==> config.mk <==
export PLATFORM = sky130hd
export DESIGN_NAME = shift_reg_pair
export DESIGN_NICKNAME = d
export VERILOG_FILES = /design/src/rtl/shift_reg_pair.sv
export SDC_FILE = /design/constraint.sdc
export NUM_CORES = 1
export LEC_CHECK = 0
export CORE_MARGIN = 2
export CORE_UTILIZATION = 69
export CTS_CLUSTER_SIZE = 20
export DETAILED_ROUTE_END_ITERATION = 7
export DONT_BUFFER_PORTS = 1
export PLACE_DENSITY = 0.95
export SYNTH_ARGS = -nofsm -noshare
export SYNTH_HDL_FRONTEND = slang
export SYNTH_SLANG_ARGS = --single-unit
==> constraint.sdc <==
create_clock -name clk -period 3.78 [get_ports clk]
set_input_delay 0.756 -clock clk [delete_from_list [all_inputs] [get_ports clk]]
set_output_delay 0.756 -clock clk [all_outputs]
set_load 0.03 [all_outputs]
==> src/rtl/shift_reg_pair.sv <==
// shift_reg_pair: double-width {hi,lo} shift register running SLL/SRL/SRA/ROR one bit per clock
//   clk, reset        : clock, synchronous active-high reset
//   load, hi_in, lo_in: parallel load of {hi,lo}, honoured in IDLE only (wins over start)
//   start, op, amount : launch a shift of amount bits; op 00 SLL, 01 SRL, 10 SRA, 11 ROR
//   hi_out, lo_out    : current {hi,lo}
//   busy, done        : busy while shifting, done pulses one cycle with the final value
//   Optional FAST_SHIFT_EN: two bits per step while at least two remain.
module shift_reg_pair #(
  parameter int WIDTH = 32,
  localparam int SHAMT_W = $clog2(2*WIDTH)
) (
  input  logic               clk,
  input  logic               reset,
  input  logic               load,
  input  logic [WIDTH-1:0]   hi_in,
  input  logic [WIDTH-1:0]   lo_in,
  input  logic               start,
  input  logic [1:0]         op,
  input  logic [SHAMT_W-1:0] amount,
  output logic [WIDTH-1:0]   hi_out,
  output logic [WIDTH-1:0]   lo_out,
  output logic               busy,
  output logic               done
);
  localparam int W2 = 2*WIDTH;
  localparam logic [1:0] OP_SLL = 2'b00;
  localparam logic [1:0] OP_SRL = 2'b01;
  localparam logic [1:0] OP_SRA = 2'b10;
  localparam logic [SHAMT_W-1:0] ONE = SHAMT_W'(1);
  typedef enum logic [1:0] {IDLE, SHIFT, DONE} state_t;
  state_t state_q, state_d;
  logic [W2-1:0] v_q, v_d, step1, step;
  logic [1:0] op_q, op_d;
  logic [SHAMT_W-1:0] cnt_q, cnt_d, dec;
  always_comb step1 = op_q == OP_SLL ? {v_q[W2-2:0], 1'b0} :
                      op_q == OP_SRL ? {1'b0, v_q[W2-1:1]} :
                      op_q == OP_SRA ? {v_q[W2-1], v_q[W2-1:1]} :
                                       {v_q[0], v_q[W2-1:1]};
`ifdef FAST_SHIFT_EN
  logic [W2-1:0] step2;
  logic two;
  always_comb begin
    step2 = op_q == OP_SLL ? {v_q[W2-3:0], 2'b00} :
            op_q == OP_SRL ? {2'b00, v_q[W2-1:2]} :
            op_q == OP_SRA ? {{2{v_q[W2-1]}}, v_q[W2-1:2]} :
                             {v_q[1:0], v_q[W2-1:2]};
    two = cnt_q > ONE;
    step = two ? step2 : step1;
    dec = two ? SHAMT_W'(2) : ONE;
  end
`else
  always_comb begin
    step = step1;
    dec = ONE;
  end
`endif
  always_comb begin
    state_d = state_q;
    v_d = v_q;
    op_d = op_q;
    cnt_d = cnt_q;
    if (state_q == IDLE) begin
      if (load) v_d = {hi_in, lo_in};
      else if (start) begin
        op_d = op;
        cnt_d = amount;
        state_d = amount == '0 ? DONE : SHIFT;
      end
    end else if (state_q == SHIFT) begin
      v_d = step;
      cnt_d = cnt_q - dec;
      state_d = cnt_q == dec ? DONE : SHIFT;
    end else state_d = IDLE;
  end
  always_ff @(posedge clk) begin
    if (reset) begin
      state_q <= IDLE;
      v_q <= '0;
      op_q <= '0;
      cnt_q <= '0;
    end else begin
      state_q <= state_d;
      v_q <= v_d;
      op_q <= op_d;
      cnt_q <= cnt_d;
    end
  end
  assign hi_out = v_q[W2-1:WIDTH];
  assign lo_out = v_q[WIDTH-1:0];
  assign busy = state_q == SHIFT;
  assign done = state_q == DONE;
endmodule

==> qor.txt <==
NumNets Final: 540
Buf/Inv on CP: 3
Net switching fraction of the power: 33.29%
Slew headroom: 35.87%
Worst EP arrival: 2.81 ns
Starting DRT DRC Count: 355
DRC errors left: 0
Routed Antenna Nets: 0
Sum Neg Setup Slack: 0 ns
R2R cell count: 6
Final Skew: 0.01551 ns
Wirelength per Cell: 20.57 µm
CTS resizes: 0
Max cap viols: 0
Global-route wire length before repair: 16960 µm
RePlAce Congestion: 0.9164
Comb pwr share: 16.9%
Die width: 81.57 µm
Max Root-Sink Buffers: 2
Final setup vio count: 0
Initial antenna violation count: 0
CP delay by family, top: buffers and inverters
Final Max Slew Viols: 0
CORE AREA: 5851 µm²
CTS Buf Count: 9
Gr ovfl total: 0
Final cell count without fillers: 542
Syn Inst Count: 493
Least-Margin Pin Slew: 0.9620 ns
Critical Path Fanout Max: 39
Synth-to-Final Area Change: 4.039%
Top-count cell post-synth: nand2_1
Final period util: 67.96%
Synthesized area: 4151 µm²
H-tree Lvls: 3
Max VDD drop: 0.3153 mV
Pleak: 1.565 nW
Largest net degree at the start of global routing: 76
Startpoint type of the worst setup path: register
Achievable Freq: 389.3 MHz
Clock Power Share: 34.2%
Post-CTS setup buffers: 0
Pwr Density: 510.0 nW/µm²
Overall routed net length: 11150 µm
Yosys top cell area share: 35.68%
RSZ-0062 raised after global routing: false
Crit-path max cell delay: 0.70 ns
#FFs+latches synth: 74
Inst Count DP: 526
Initial Util: 70.96%
Die height: 81.57 µm
WP depth: 6
Main synth FF type: dfxtp_1
Full die area: 6653 µm²
Synth area leaders: dfxtp_1 36%, a221oi_2 9.8%, mux2i_1 9.2%
Hold-fix buffer count after cts: 0
Reg2reg end: cnt_q[5]
Routed via count: 3933
Critical Path, Cell by Cell: buf_4, inv_2, nor2_4, buf_4, a311oi_1, a211oi_1
Number of global-route vias before repair: 3625
Port Buffers: 0
Clock sink count: 74
Sequential share of power: 48.9%
Status: finished, final reports clean
Reg2reg setup slack: 1.21 ns
Critical Path End: cnt_q[5]
Syn nets: 571
Sequential area share after synthesis: 35.68%
Reg clk slew, reported paths: 0.08 ns
Cell taking the most area after synthesis: dfxtp_1
Post-synth EDFFs: 0
Worst Setup SP: state_q[0]
Post-layout min period: 2.569 ns
Core Rows: 28
Cell Int Power: 1.469 mW
Asr flop ratio synth: 0%
Net switching power: 733.4 µW
GRT Util Overall: 32.29%
Total iterations of the first detailed-routing run: 5
Total power draw: 2.203 mW
Mean post-synth cell area: 8.421 µm²
Post-DP HPWL: 7110 µm
Worst path most repeated cell: buf_4
Hold Path Class: input pin to register
Setup CP Type: register to register
Via density per instance: 7.256
# diodes: 0
Critical-path top delay cell: dfxtp_2
R2R Path Start: state_q[0]
Yosys warning count: 0
TritonCTS clock tree: built
Hold Vio Cnt, Final: 0
Clk Latency, worst-skew pair: 0.34 ns
Ports: 142
Hold Slack: 0.4855 ns
CP Capture Type: register
CTS Root Cell: clkbuf_8
Share of layout cells above drive strength 1: 12.21%
Synth unique cells: 40
Commonest cells in the netlist: 91 x nand2_1, 74 x dfxtp_1, 41 x o21ai_1
Critical path data required time: 4.03 ns
[worst min-delay path by stage]
stage	start	endpoint	cells past startpoint	slack [ns]
5_1_grt	reset	v_q[4]	1	0.46
3_5_place_dp	cnt_q[1]	cnt_q[1]	2	0.48
6_report	reset	v_q[6]	1	0.49
2_1_floorplan	cnt_q[1]	cnt_q[1]	2	0.46
3_3_place_gp	cnt_q[1]	cnt_q[1]	2	0.47
4_1_cts	reset	v_q[61]	1	0.47
[registers in the layout, indices dropped and copies added (netlist names)]
signal   flops
cnt_q        6
state_q      2
op_q         2
v_q         64
[through the flow]
stage | util [%] | setup slack (ns) | cell area (µm²)
detailed placement | 69.65 | 1.293 | 4075
global placement | 69.65 | 1.431 | 4075
CTS | 73.82 | 1.257 | 4319
global route | 73.82 | 1.049 | 4319
finish | 73.82 | 1.211 | 4319
floorplan | - | 1.878 | 4151
[area by class of cell]
type / instances / area (µm²)
Multi-Input combinational cell: 365 / 2415
Timing Repair Buffer: 7 / 65.06
Clock inverter: 4 / 98.84
Inverter: 5 / 18.77
Sequential cell: 74 / 1483
Clock buffer: 12 / 145.1
Tap cell: 75 / 93.84
Fill cell: 417 / 1531
[cells in the final DEF (no fill, tap or decap), types with 3 or more instances in the layout]
cell	synthesis	routed
clkbuf_8	0	10
o21ai_1	41	41
dfxtp_1	74	73
a211oi_1	3	3
nand3_1	4	4
nand2b_1	4	4
a311o_1	23	23
a221oi_1	13	13
bufinv_16	0	3
a21oi_1	33	33
nor2_1	30	29
a221oi_2	27	27
nor2b_1	3	3
nor3_1	5	5
o21ai_0	28	28
nor2_4	1	3
inv_1	4	4
mux2i_1	38	38
nand2_1	91	91
buf_4	10	6
[kinds of logic after synthesis]
logic type               count (synthesis)  synth area share, %
adder cells (fa/ha/maj)                  2               0.6027
multiplexers                            38                9.162
AND/OR/NAND/NOR                        145                14.44
flip-flops                              74                35.68
AO/OA/AOI/OAI                          180                33.48
buffers and inverters                   54                6.630
[layer usage]
layer / part of all wire [%] / vias up / GRT usage, % / wire length, µm
li1: - / 1770 / - / -
met1: 38 / 1890 / 39.26 / 4263
met2: 49 / 241 / 52.62 / 5455
met3: 10 / 32 / 8.791 / 1149
met4: 2.5 / 0 / 15.93 / 280
met5: 0 / - / 0 / 0
[power groups by stage]
stage / Clock [mW] / Sequential [mW] / Combinational [mW]
2_1_floorplan: 0 / 1.05 / 0.344
3_3_place_gp: 0 / 1.09 / 0.347
3_5_place_dp: 0 / 1.09 / 0.366
4_1_cts: 0.756 / 1.07 / 0.368
5_1_grt: 0.787 / 1.09 / 0.410
6_report: 0.753 / 1.08 / 0.373
(Power assumes the default switching activity.)
